`src/rtl/fetch_pkg.sv`:
```
// Shared types and constants for the instruction fetch unit.
package fetch_pkg;

  localparam int unsigned ADDR_WIDTH       = 32;
  localparam int unsigned DATA_WIDTH       = 32;
  localparam int unsigned MEM_ADDR_BITS    = 12;
  localparam int unsigned FETCH_FIFO_DEPTH = 2;

  localparam logic [ADDR_WIDTH-1:0] RESET_VECTOR = 32'hBFC0_0000;
  localparam logic [DATA_WIDTH-1:0] NOP_INSTR    = 32'h0000_0013;

  typedef struct packed {
    logic [DATA_WIDTH-1:0] instr;
    logic [ADDR_WIDTH-1:0] pc;
    logic                  fault;
  } fetch_entry_t;

  typedef enum logic {
    IDLE,
    WAIT
  } fetch_state_e;

endpackage

```
`src/rtl/instr_fetch_unit_if.sv`:
```
// PC request, ROM and decode-side signals of the fetch unit; slave = fetch unit, master = its environment.
interface instr_fetch_unit_if;

  logic                                 req_valid;
  logic [fetch_pkg::ADDR_WIDTH-1:0]     req_addr;
  logic                                 req_ready;
  logic                                 flush;
  logic                                 mem_rd_en;
  logic [fetch_pkg::MEM_ADDR_BITS-1:0]  mem_addr;
  logic [fetch_pkg::DATA_WIDTH-1:0]     mem_rdata;
  logic                                 instr_valid;
  logic [fetch_pkg::DATA_WIDTH-1:0]     instr;
  logic [fetch_pkg::ADDR_WIDTH-1:0]     instr_pc;
  logic                                 instr_fault;
  logic                                 instr_ready;

  modport slave (
    input  req_valid, req_addr, flush, mem_rdata, instr_ready,
    output req_ready, mem_rd_en, mem_addr, instr_valid, instr, instr_pc, instr_fault
  );

  modport master (
    output req_valid, req_addr, flush, mem_rdata, instr_ready,
    input  req_ready, mem_rd_en, mem_addr, instr_valid, instr, instr_pc, instr_fault
  );

endinterface

```
`src/rtl/fetch_fifo.sv`:
```
// Synchronous FIFO of fetch entries with clear; head reads straight from the storage registers.
module fetch_fifo
  import fetch_pkg::*;
#(
  parameter int unsigned DEPTH = FETCH_FIFO_DEPTH
) (
  input  logic                     clk,
  input  logic                     rst,
  input  logic                     clear_i,
  input  logic                     push_i,
  input  fetch_entry_t             push_data_i,
  input  logic                     pop_i,
  output logic [$clog2(DEPTH):0]   count_o,
  output fetch_entry_t             head_o
);

  localparam int unsigned PTR_W = $clog2(DEPTH);
  localparam int unsigned CNT_W = PTR_W + 1;

  fetch_entry_t       mem_q [DEPTH];
  logic [PTR_W-1:0]   wr_ptr_q, wr_ptr_d;
  logic [PTR_W-1:0]   rd_ptr_q, rd_ptr_d;
  logic [CNT_W-1:0]   count_q, count_d;
  logic               pop_ok;

  // A pop on an empty FIFO is ignored.
  assign pop_ok = pop_i & (count_q != '0);

  always_comb begin
    wr_ptr_d = wr_ptr_q;
    rd_ptr_d = rd_ptr_q;
    count_d  = count_q;
    if (clear_i) begin
      wr_ptr_d = '0;
      rd_ptr_d = '0;
      count_d  = '0;
    end else begin
      if (push_i) wr_ptr_d = wr_ptr_q + PTR_W'(1);
      if (pop_ok) rd_ptr_d = rd_ptr_q + PTR_W'(1);
      count_d = count_q + CNT_W'(push_i) - CNT_W'(pop_ok);
    end
  end

  always_ff @(posedge clk) begin
    if (rst) begin
      wr_ptr_q <= '0;
      rd_ptr_q <= '0;
      count_q  <= '0;
    end else begin
      wr_ptr_q <= wr_ptr_d;
      rd_ptr_q <= rd_ptr_d;
      count_q  <= count_d;
    end
  end

  always_ff @(posedge clk) begin
    if (push_i && !clear_i) mem_q[wr_ptr_q] <= push_data_i;
  end

  assign head_o  = mem_q[rd_ptr_q];
  assign count_o = count_q;

endmodule

```
`src/rtl/instr_fetch_unit.sv`:
```
// Fetch unit: accepts PC requests, reads the 1-cycle instruction ROM and queues {instr, pc} for decode.
// Define FETCH_FAULT_EN to flag misaligned / out-of-ROM fetches as NOP fault entries instead of reading.
module instr_fetch_unit
  import fetch_pkg::*;
#(
  parameter logic [ADDR_WIDTH-1:0] BASE_ADDR  = RESET_VECTOR,
  parameter int unsigned           FIFO_DEPTH = FETCH_FIFO_DEPTH
) (
  input  logic                clk,
  input  logic                rst,
  instr_fetch_unit_if.slave   bus
);

  localparam int unsigned CNT_W = $clog2(FIFO_DEPTH) + 1;
  localparam int unsigned SUM_W = CNT_W + 1;

  fetch_state_e          state_q;
  logic [ADDR_WIDTH-1:0] pend_pc_q;
  logic                  pend_fault_q;

  logic [CNT_W-1:0]      fifo_count;
  fetch_entry_t          fifo_head;
  fetch_entry_t          rsp_entry;
  fetch_entry_t          head_entry;
  logic                  inflight;
  logic                  fifo_empty;
  logic                  req_ready_c;
  logic                  accept;
  logic                  fetch_fault;
  logic                  out_valid;
  logic                  fifo_push;
  logic                  fifo_pop;

`ifdef FETCH_FAULT_EN
  logic [ADDR_WIDTH-1:0] offset;

  // Below-base addresses wrap to a large offset, so one upper-bits test covers both range ends.
  assign offset        = bus.req_addr - BASE_ADDR;
  assign fetch_fault   = (offset[1:0] != 2'b00) || (offset[ADDR_WIDTH-1:MEM_ADDR_BITS+2] != '0);
  assign bus.mem_addr  = offset[MEM_ADDR_BITS+1:2];
`else
  assign fetch_fault   = 1'b0;
  assign bus.mem_addr  = MEM_ADDR_BITS'((bus.req_addr - BASE_ADDR) >> 2);
`endif

  // Outstanding work = buffered entries plus the one read in flight; never overcommit the FIFO.
  assign inflight    = (state_q == WAIT);
  assign fifo_empty  = (fifo_count == '0);
  assign req_ready_c = ~bus.flush &
                       ((SUM_W'(fifo_count) + SUM_W'(inflight)) < SUM_W'(FIFO_DEPTH));
  assign accept      = bus.req_valid & req_ready_c;

  assign bus.req_ready = req_ready_c;
  assign bus.mem_rd_en = accept & ~bus.flush & ~fetch_fault;

  always_comb begin
    rsp_entry.instr = pend_fault_q ? NOP_INSTR : bus.mem_rdata;
    rsp_entry.pc    = pend_pc_q;
    rsp_entry.fault = pend_fault_q;
  end

  // The ROM response falls through to the head when nothing older is buffered.
  assign head_entry = fifo_empty ? rsp_entry : fifo_head;
  assign out_valid  = ~fifo_empty | inflight;
  assign fifo_pop   = bus.instr_ready & ~fifo_empty;
  assign fifo_push  = inflight & ~bus.flush & ~(fifo_empty & bus.instr_ready);

  assign bus.instr_valid = out_valid;
  assign bus.instr       = out_valid ? head_entry.instr : '0;
  assign bus.instr_pc    = out_valid ? head_entry.pc    : '0;
  assign bus.instr_fault = out_valid & head_entry.fault;

  always_ff @(posedge clk) begin
    if (rst) begin
      state_q      <= IDLE;
      pend_pc_q    <= '0;
      pend_fault_q <= 1'b0;
    end else if (accept) begin
      state_q      <= WAIT;
      pend_pc_q    <= bus.req_addr;
      pend_fault_q <= fetch_fault;
    end else begin
      state_q      <= IDLE;
    end
  end

  fetch_fifo #(
    .DEPTH (FIFO_DEPTH)
  ) u_fifo (
    .clk         (clk),
    .rst         (rst),
    .clear_i     (bus.flush),
    .push_i      (fifo_push),
    .push_data_i (rsp_entry),
    .pop_i       (fifo_pop),
    .count_o     (fifo_count),
    .head_o      (fifo_head)
  );

endmodule

```
`src/flat_wrapper.sv`:
```
// flat-port wrapper written by rule: the top's interface ports become plain ports
module instr_fetch_unit_flat import fetch_pkg::*;
#(
  parameter logic [ADDR_WIDTH-1:0] BASE_ADDR  = RESET_VECTOR,
  parameter int unsigned           FIFO_DEPTH = FETCH_FIFO_DEPTH
)
  (clk, rst, bus_req_valid, bus_req_addr, bus_flush, bus_mem_rdata, bus_instr_ready, bus_req_ready, bus_mem_rd_en, bus_mem_addr, bus_instr_valid, bus_instr, bus_instr_pc, bus_instr_fault);
  instr_fetch_unit_if bus_i ();
  input  logic clk;
  input  logic rst;
  input wire logic [$bits(bus_i.req_valid)-1:0] bus_req_valid;
  input wire logic [$bits(bus_i.req_addr)-1:0] bus_req_addr;
  input wire logic [$bits(bus_i.flush)-1:0] bus_flush;
  input wire logic [$bits(bus_i.mem_rdata)-1:0] bus_mem_rdata;
  input wire logic [$bits(bus_i.instr_ready)-1:0] bus_instr_ready;
  output wire logic [$bits(bus_i.req_ready)-1:0] bus_req_ready;
  output wire logic [$bits(bus_i.mem_rd_en)-1:0] bus_mem_rd_en;
  output wire logic [$bits(bus_i.mem_addr)-1:0] bus_mem_addr;
  output wire logic [$bits(bus_i.instr_valid)-1:0] bus_instr_valid;
  output wire logic [$bits(bus_i.instr)-1:0] bus_instr;
  output wire logic [$bits(bus_i.instr_pc)-1:0] bus_instr_pc;
  output wire logic [$bits(bus_i.instr_fault)-1:0] bus_instr_fault;
  assign bus_i.req_valid = bus_req_valid;
  assign bus_i.req_addr = bus_req_addr;
  assign bus_i.flush = bus_flush;
  assign bus_i.mem_rdata = bus_mem_rdata;
  assign bus_i.instr_ready = bus_instr_ready;
  assign bus_req_ready = bus_i.req_ready;
  assign bus_mem_rd_en = bus_i.mem_rd_en;
  assign bus_mem_addr = bus_i.mem_addr;
  assign bus_instr_valid = bus_i.instr_valid;
  assign bus_instr = bus_i.instr;
  assign bus_instr_pc = bus_i.instr_pc;
  assign bus_instr_fault = bus_i.instr_fault;
  instr_fetch_unit #(.BASE_ADDR(BASE_ADDR), .FIFO_DEPTH(FIFO_DEPTH)) u_core (.clk(clk), .rst(rst), .bus(bus_i));
endmodule
```
`config.mk`:
```
export PLATFORM = sky130hd
export DESIGN_NAME = instr_fetch_unit_flat
export DESIGN_NICKNAME = d
export VERILOG_FILES = /design/src/rtl/fetch_pkg.sv /design/src/rtl/instr_fetch_unit_if.sv /design/src/rtl/fetch_fifo.sv /design/src/rtl/instr_fetch_unit.sv /design/src/flat_wrapper.sv
export SDC_FILE = /design/constraint.sdc
export NUM_CORES = 1
export LEC_CHECK = 0
export CORE_UTILIZATION = 44
export DETAILED_ROUTE_END_ITERATION = 16
export DONT_BUFFER_PORTS = 1
export SLEW_MARGIN = 20
export SYNTH_ARGS = -nofsm -noshare
export SYNTH_HDL_FRONTEND = slang
export SYNTH_SLANG_ARGS = --single-unit
```
`constraint.sdc`:
```
create_clock -name clk -period 11.86 [get_ports clk]
set_clock_uncertainty 0.15 [all_clocks]
set_input_delay 1.779 -clock clk [delete_from_list [all_inputs] [get_ports clk]]
set_output_delay 1.779 -clock clk [all_outputs]
set_load 0.005 [all_outputs]
```
==> results of run 1 <==
==> state kept, by name (all words and copies together), names as in the netlist, named ones only <==
name / flops
u_core.u_fifo.mem_q: 128
u_core.pend_pc_q: 32
u_core.u_fifo.count_o: 2
u_core.inflight: 1
u_core.u_fifo.rd_ptr_q: 1
u_core.u_fifo.wr_ptr_q: 1
==> cell families after synthesis <==
kind of cell	count (synthesis)
buf+inv	61
xor+xnor	2
flops	166
other cells	1
compound gates	101
fa+ha+maj	1
mux	65
simple gates	143
==> layout make-up <==
class                      count  area (um^2)  share of cell area [%]
tap                          216          270                    3.49
sequential                   166         4610                    59.5
clock inverter                14          158                    2.03
inverter                       1         3.75                  0.0484
timing repair buffer           7         56.3                   0.727
clock buffer                  18          429                    5.54
multi-input combinational    313         2220                    28.7
==> layer usage <==
layer	wire, um	GRT usage [%]	vias up	share of wire, %
li1	-	-	1955	-
met1	6280	21.4	1928	44
met2	6660	27.5	134	47
met3	1190	5.82	10	8.4
met4	125	6.70	0	0.88
met5	0	0	-	0
==> critical path: cells and delay by family <==
family / cells / cell delay [ns]
simple gates: 1 / 0.20
compound gates: 1 / 0.57
buf+inv: 1 / 0.37
==> through the flow <==
stage               hold WS [ns]  util, %
finish                     0.329     48.8
global route               0.349     48.8
CTS                        0.333     48.8
detailed placement         0.318     45.1
global placement           0.308     45.1
floorplan                  0.298        -
==> worst max path at each step <==
stage                                      endpoint  slack (ns)  cells past startpoint
final                                 bus_mem_rd_en        7.00                      3
after detailed placement              bus_mem_rd_en        7.00                      3
after global routing                bus_instr_pc[0]        6.88                      4
after CTS                             bus_mem_rd_en        6.98                      3
after global placement                bus_mem_rd_en        7.08                      3
after floorplan           u_core.u_fifo.mem_q[1][0]        4.48                      2
==> power breakdown <==
part / switching, uW / internal, uW
Sequential: 5.76 / 633
Combinational: 21.0 / 12.6
Clock: 218 / 329
Total: 245 / 975
==> cells in the mapped netlist <==
cell                       instances  area [um^2]
sky130_fd_sc_hd__edfxtp_1        128         3840
sky130_fd_sc_hd__o21ai_1          68          340
sky130_fd_sc_hd__mux2i_1          65          651
sky130_fd_sc_hd__nand3_1          64          320
sky130_fd_sc_hd__dfxtp_1          38          761
sky130_fd_sc_hd__nand2b_1         33          206
sky130_fd_sc_hd__nand4b_1         32          280
sky130_fd_sc_hd__o21ai_2          29          254
sky130_fd_sc_hd__clkbuf_1         20         75.1
sky130_fd_sc_hd__buf_2            18         90.1
sky130_fd_sc_hd__buf_4            14          105
sky130_fd_sc_hd__buf_12            3         60.1
sky130_fd_sc_hd__buf_6             3         33.8
sky130_fd_sc_hd__nor3_1            3         15.0
sky130_fd_sc_hd__and2_1            2         12.5
sky130_fd_sc_hd__buf_1             2         7.51
sky130_fd_sc_hd__nor2_1            2         7.51
sky130_fd_sc_hd__nor3b_1           2         15.0
sky130_fd_sc_hd__or3_1             2         12.5
sky130_fd_sc_hd__a211oi_4          1         20.0
sky130_fd_sc_hd__and3_1            1         6.26
sky130_fd_sc_hd__conb_1            1         3.75
sky130_fd_sc_hd__ha_1              1         12.5
sky130_fd_sc_hd__inv_1             1         3.75
sky130_fd_sc_hd__nand2_1           1         3.75
sky130_fd_sc_hd__nor2b_1           1         6.26
sky130_fd_sc_hd__o211ai_1          1         7.51
sky130_fd_sc_hd__o21ai_0           1         5.00
sky130_fd_sc_hd__o31ai_1           1         7.51
sky130_fd_sc_hd__xnor2_1           1         8.76
sky130_fd_sc_hd__xor2_1            1         8.76
==> out/metrics.yaml, run 1 <==
setup_path:
  worst_ep_required_ns: 9.93
  crit-reg2reg-launch: "u_core.inflight"
  reg2reg_to: "u_core.u_fifo.mem_q[1][40]"
  worst-r2r-cell-count: 4
  worst_setup_path_end_kind: "output pin"
  timing.critical_path.fanout_max: 18
  cp_cell_sequence: "a211oi_4, buf_4, and2_2"
  worst-setup-path-type: "primary input to output pin"
  ff2ff_setup_slack_ns: 9.11
  timing.critical_path.from_type: "primary input"
  cpMaxStageDelayCell: "sky130_fd_sc_hd__a211oi_4"
  critical-path-max-stage-delay_ns: 0.57
  cp-startpoint: "bus_flush"
  worst-endpoint-arrival_ns: 2.93
sta:
  relative_slew_margins_pct: 39.7
  drv_slew: 0
  finalSetupViolCount: 0
  timing_worst_slew_pin_value_ns: 0.904
  timing.final.hold_violations: 0
  fmaxAchievable_ghz: 0.206
  period_minus_slack_ns: 4.86
  fin_ws_ns: 7.00
  post-route-period-util_pct: 41.0
  sum_neg_setup_slack_ns: 0
  setup_repair_after_global_routing_missed_its_margin: "no"
clock_network:
  htree_num_levels: 4
  clock-root-buffer: "sky130_fd_sc_hd__clkbuf_16"
  cts.repair.resized: 0
  post_cts.repair.setup_buffers: 0
  worst_setup_hold_path_clk_slew_ns: 0.06
  clkLatencyLatePin_ns: 0.42
  cts-buffers-inserted: 17
  tritoncts_clock_tree: "done"
  clock_sinks: 166
  holdBufCountCts: 0
  max-clock-path-buffers: 2
synth:
  synth_area_per_inst_um2: 13.3
  syn_inst: 540
  main_combinational_cell_family_by_area_after_synthesis: "simple AND/OR/NAND/NOR gates"
  yosys.area_share.xor_xnor_pct: 0.244
  yosys.area_share.adder_pct: 0.174
  postSynthRegisterBits: 166
  synth_compound_gate_area_share_pct: 8.83
  synth_mux_area_share_pct: 9.06
  postSynthNetCount: 610
  synthSimpleGateAreaFrac_pct: 12.3
  yosysWarnings: 0
  post_synth_instance_area_um2: 7180
  part_of_the_yosys_area_used_for_sequential_elements_pct: 64.1
  synth_cell_types: 31
min_path:
  hold_path_depth: 0
  min_from: "u_core.pend_pc_q[0]"
  hold-path-endpoint: "u_core.u_fifo.mem_q[1][0]"
  min_path_type: "flop to flop"
placement:
  placed_cells: 703
  buffer_ports.inserted: 0
  dpl_cell_area_um2: 7160
  placer_congestion_estimate: 0.726
  place_hpwl_mm: 7.85
  dpl_worst_slack_ns: 7.00
global_route:
  grt_overflow: 0
  grt_pass1_vias: 3863
  grt_start_max_net_pins: 90
  grt_util_all_layers_pct: 17.1
  wire_length_of_the_first_global_routing_pass_mm: 21.0
  antenna_found_initial: 0
drt:
  post-route-drc-count: 0
  postRouteWirelength_mm: 14.3
  routed_wire_length_per_instance_um: 19.4
  vias: 4027
  first_pass_iters: 4
  via_density_per_instance: 5.48
  postRouteAntennaNets: 0
  drt_first_iter_violations: 268
pwr:
  p_total_uw: 1220
  pwr_density_cell_nw_per_um2: 157
  leakage_uw: 0.00230
  irDropWorstVdd_mv: 0.0956
layout:
  leading_cell_types_in_the_layout_fill_and_taps_excluded: "128 x sky130_fd_sc_hd__edfxtp_1, 68 x sky130_fd_sc_hd__o21ai_1, 65 x sky130_fd_sc_hd__mux2i_1"
  flow.area_growth_from_synthesis_pct: 7.87
  fillCellCount: 1439
  final_design_area_no_fill_um2: 7750
  final_cell_count_no_fill: 735
  layout_commonest_cell: "sky130_fd_sc_hd__edfxtp_1"
  antenna-diode-count: 0
  final_layout_size_suffix_gt1_share_pct: 13.7
  final_net_count: 576
floorplanning:
  die_y_um: 130
  core_area_um2: 15900
  initial_core_utilization_pct: 45.2
  die_x_um: 130
  std_cell_rows: 46
  die_area_um2: 16800
  io_pins: 149
run_status:
  run_status: "finished clean"
run:
  cap_viol_max_count: 0
Power figures use the tool's default switching activity.
==> run 2, diff against run 1 <==
- clock period: 11.86 -> 4.7 ns (I/O delays scaled with it)
==> out/metrics.yaml, run 2 (synthesized netlist as in run 1, its figures left out) <==
drt:
  routed_wire_length_per_instance_um: 19.9  # was 19.4 um
  postRouteWirelength_mm: 14.7  # was 14.3 mm
  first_pass_iters: 5  # was 4
  post-route-drc-count: 0  # unchanged
  postRouteAntennaNets: 0  # unchanged
  via_density_per_instance: 5.49  # was 5.48
  drt_first_iter_violations: 290  # was 268
  vias: 4060  # was 4027
sta:
  period_minus_slack_ns: 3.25
  finalSetupViolCount: 0  # unchanged
  timing_worst_slew_pin_value_ns: 1.03  # was 0.904 ns
  setup_repair_after_global_routing_missed_its_margin: "no"  # unchanged
  sum_neg_setup_slack_ns: 0  # unchanged
  relative_slew_margins_pct: 31.2  # was 39.7%
  fmaxAchievable_ghz: 0.308
  timing.final.hold_violations: 0  # unchanged
  final.hold.worst_slack_ns: 0.207  # was 0.329 ns
  post-route-period-util_pct: 69.1
  drv_slew: 0  # unchanged
min_path:
  hold_path_depth: 1  # was 0
  min_path_type: "primary input to flop"  # was flop to flop
  min_from: "bus_flush"  # was u_core.pend_pc_q[0]
setup_path:
  ff2ff_setup_slack_ns: 2.18  # was 9.11 ns
  gate_family_responsible_for_the_most_delay_along_the_worst_path: "simple AND/OR/NAND/NOR gates"  # was compound AO/OA/AOI/OAI gates
  cp_cell_sequence: "nor2_4, buf_4, nand3_1, o21ai_1"  # was a211oi_4, buf_4, and2_2
  crit_cells: 4  # was 3
  crit_path_end: "bus_instr_pc[14]"  # was bus_mem_rd_en
  worst-endpoint-arrival_ns: 2.39  # was 2.93 ns
  reg2reg_to: "u_core.u_fifo.mem_q[0][23]"  # was u_core.u_fifo.mem_q[1][40]
  critical-path-max-stage-delay_ns: 0.75  # was 0.57 ns
  crit-reg2reg-launch: "u_core.u_fifo.count_o[1]"  # was u_core.inflight
  worst-setup-path-type: "flop to output pin"  # was primary input to output pin
  worst_setup_path_end_kind: "output pin"  # unchanged
  timing.critical_path.from_type: "flop"  # was primary input
  cp_num_buf_inv: 1  # unchanged
  cpMaxStageDelayCell: "sky130_fd_sc_hd__nor2_4"  # was sky130_fd_sc_hd__a211oi_4
  cp-startpoint: "u_core.u_fifo.count_o[1]"  # was bus_flush
  timing.critical_path.fanout_max: 40  # was 18
  worst-r2r-cell-count: 3  # was 4
  worst_ep_required_ns: 3.85  # was 9.93 ns
global_route:
  antenna_found_initial: 0  # unchanged
  grt_pass1_vias: 4096  # was 3863
  wire_length_of_the_first_global_routing_pass_mm: 21.9  # was 21.0 mm
  grt.met1_usage_pct: 22.1  # was 21.4%
  grt_overflow: 0  # unchanged
  grt_util_all_layers_pct: 17.7  # was 17.1%
  gr-max-usage-layer: "met2"  # unchanged
  gr-usage-met3_pct: 5.99  # was 5.82%
  grt.met2_usage_pct: 28.5  # was 27.5%
  grt_start_max_net_pins: 70  # was 90
pwr:
  netSwitchingPower_uw: 624  # was 245 uW
  p_total_uw: 3050  # was 1220 uW
  irDropWorstVdd_mv: 0.227  # was 0.0956 mV
  leakage_uw: 0.00232  # was 0.00230 uW
  p_int_uw: 2430  # was 975 uW
  pwr_density_cell_nw_per_um2: 391  # was 157 nW/um^2
  share_seq_of_total_power_pct: 52.8  # was 52.4%
  clock_network_power_share_pct: 44.3  # was 44.9%
  power.share.switching_pct: 20.5  # was 20.1%
  power.share.combinational_pct: 2.8  # about the same
layout:
  max_flop_register: "u_core.u_fifo.mem_q"  # unchanged
  flow.area_growth_from_synthesis_pct: 8.60  # was 7.87%
  final_net_count: 580  # was 576
  largest_register_ffs: 128  # unchanged
  layout_commonest_cell: "sky130_fd_sc_hd__edfxtp_1"  # unchanged
  core_occupancy_in_the_finished_layout_pct: 49.1  # was 48.8%
  final_layout_size_suffix_gt1_share_pct: 14.9  # was 13.7%
  antenna-diode-count: 0  # unchanged
  leading_cell_types_in_the_layout_fill_and_taps_excluded: "128 x sky130_fd_sc_hd__edfxtp_1, 68 x sky130_fd_sc_hd__o21ai_1, 65 x sky130_fd_sc_hd__mux2i_1"  # unchanged
clock_network:
  worst_setup_hold_path_clk_slew_ns: 0.06  # about the same
  cts.repair.resized: 0  # unchanged
  clock_sinks: 166  # unchanged
  cts-buffers-inserted: 17  # unchanged
  htree_num_levels: 4  # unchanged
  tritoncts_clock_tree: "done"  # unchanged
  clock-root-buffer: "sky130_fd_sc_hd__clkbuf_16"  # unchanged
  holdBufCountCts: 0  # unchanged
  post_cts.repair.setup_buffers: 0  # unchanged
  max-clock-path-buffers: 2  # unchanged
  clkLatencyLatePin_ns: 0.42  # about the same
run_status:
  run_status: "finished clean"  # unchanged
placement:
  place_hpwl_mm: 8.81  # was 7.85 mm
  buffer_ports.inserted: 0  # unchanged
  placer_congestion_estimate: 0.717  # was 0.726
floorplanning:
  die_area_um2: 16800  # unchanged
  std_cell_rows: 46  # unchanged
  die_x_um: 130  # unchanged
  io_pins: 149  # unchanged
  initial_core_utilization_pct: 45.2  # unchanged
  core_area_um2: 15900  # unchanged
  die_y_um: 130  # unchanged
run:
  cap_viol_max_count: 0  # unchanged
run 2: changes by cell type in the layout (fill, tap and decap cells not counted), moves of 2 or more:
| cell | change |
|---|---|
| sky130_fd_sc_hd__buf_4 | +4 |
| sky130_fd_sc_hd__clkinv_1 | -3 |
| sky130_fd_sc_hd__clkbuf_16 | +2 |
| sky130_fd_sc_hd__clkinvlp_4 | +2 |
| sky130_fd_sc_hd__clkbuf_8 | +4 |
| sky130_fd_sc_hd__clkinv_2 | -2 |
| sky130_fd_sc_hd__bufinv_16 | -3 |
run 2: final cells by class:
class / count / area [um^2]
sequential: 166 / 4610
tap: 216 / 270
clock buffer: 24 / 534
timing repair buffer: 11 / 90.1
fill: 1393 / 8080
inverter: 1 / 3.75
multi-input combinational: 313 / 2240
clock inverter: 8 / 58.8
run 2: worst min path at each step:
stage,end
2_1_floorplan,u_core.u_fifo.mem_q[0][0]
3_3_place_gp,u_core.u_fifo.mem_q[1][22]
3_5_place_dp,u_core.u_fifo.mem_q[0][10]
4_1_cts,u_core.inflight
5_1_grt,flop
6_report,u_core.u_fifo.rd_ptr_q
run 2: through the flow:
stage / cells / setup WS [ns] / instance area, um^2
after global routing: 739 / 1.27 / 7800
final: 739 / 1.45 / 7800
after CTS: 738 / 1.42 / 7790
after global placement: 706 / 1.60 / 7190
after floorplan: 540 / 0.651 / 7190
after detailed placement: 706 / 1.58 / 7190
run 2: worst reg2reg max path, stage by stage (launching register included):
cell and delay (ns):
sky130_fd_sc_hd__dfxtp_1 0.51, sky130_fd_sc_hd__nor3b_1 0.21, sky130_fd_sc_hd__nor3_4 0.82, sky130_fd_sc_hd__buf_4 0.48
run 2: routing by layer:
layer  part of all wire [%]  vias up
li1                       -     1965
met3                    6.4       14
met4                    1.4        0
met5                      0        -
met1                     45     1970
met2                     47      111
run 2: power by group through the flow:
stage | registers, uW | logic (uW) | clock network (uW)
3_5_place_dp | 1640 | 86.9 | 0
3_3_place_gp | 1640 | 84.8 | 0
6_report | 1610 | 85.9 | 1350
2_1_floorplan | 1640 | 94.0 | 0
4_1_cts | 1610 | 87.2 | 1380
5_1_grt | 1620 | 94.9 | 1440
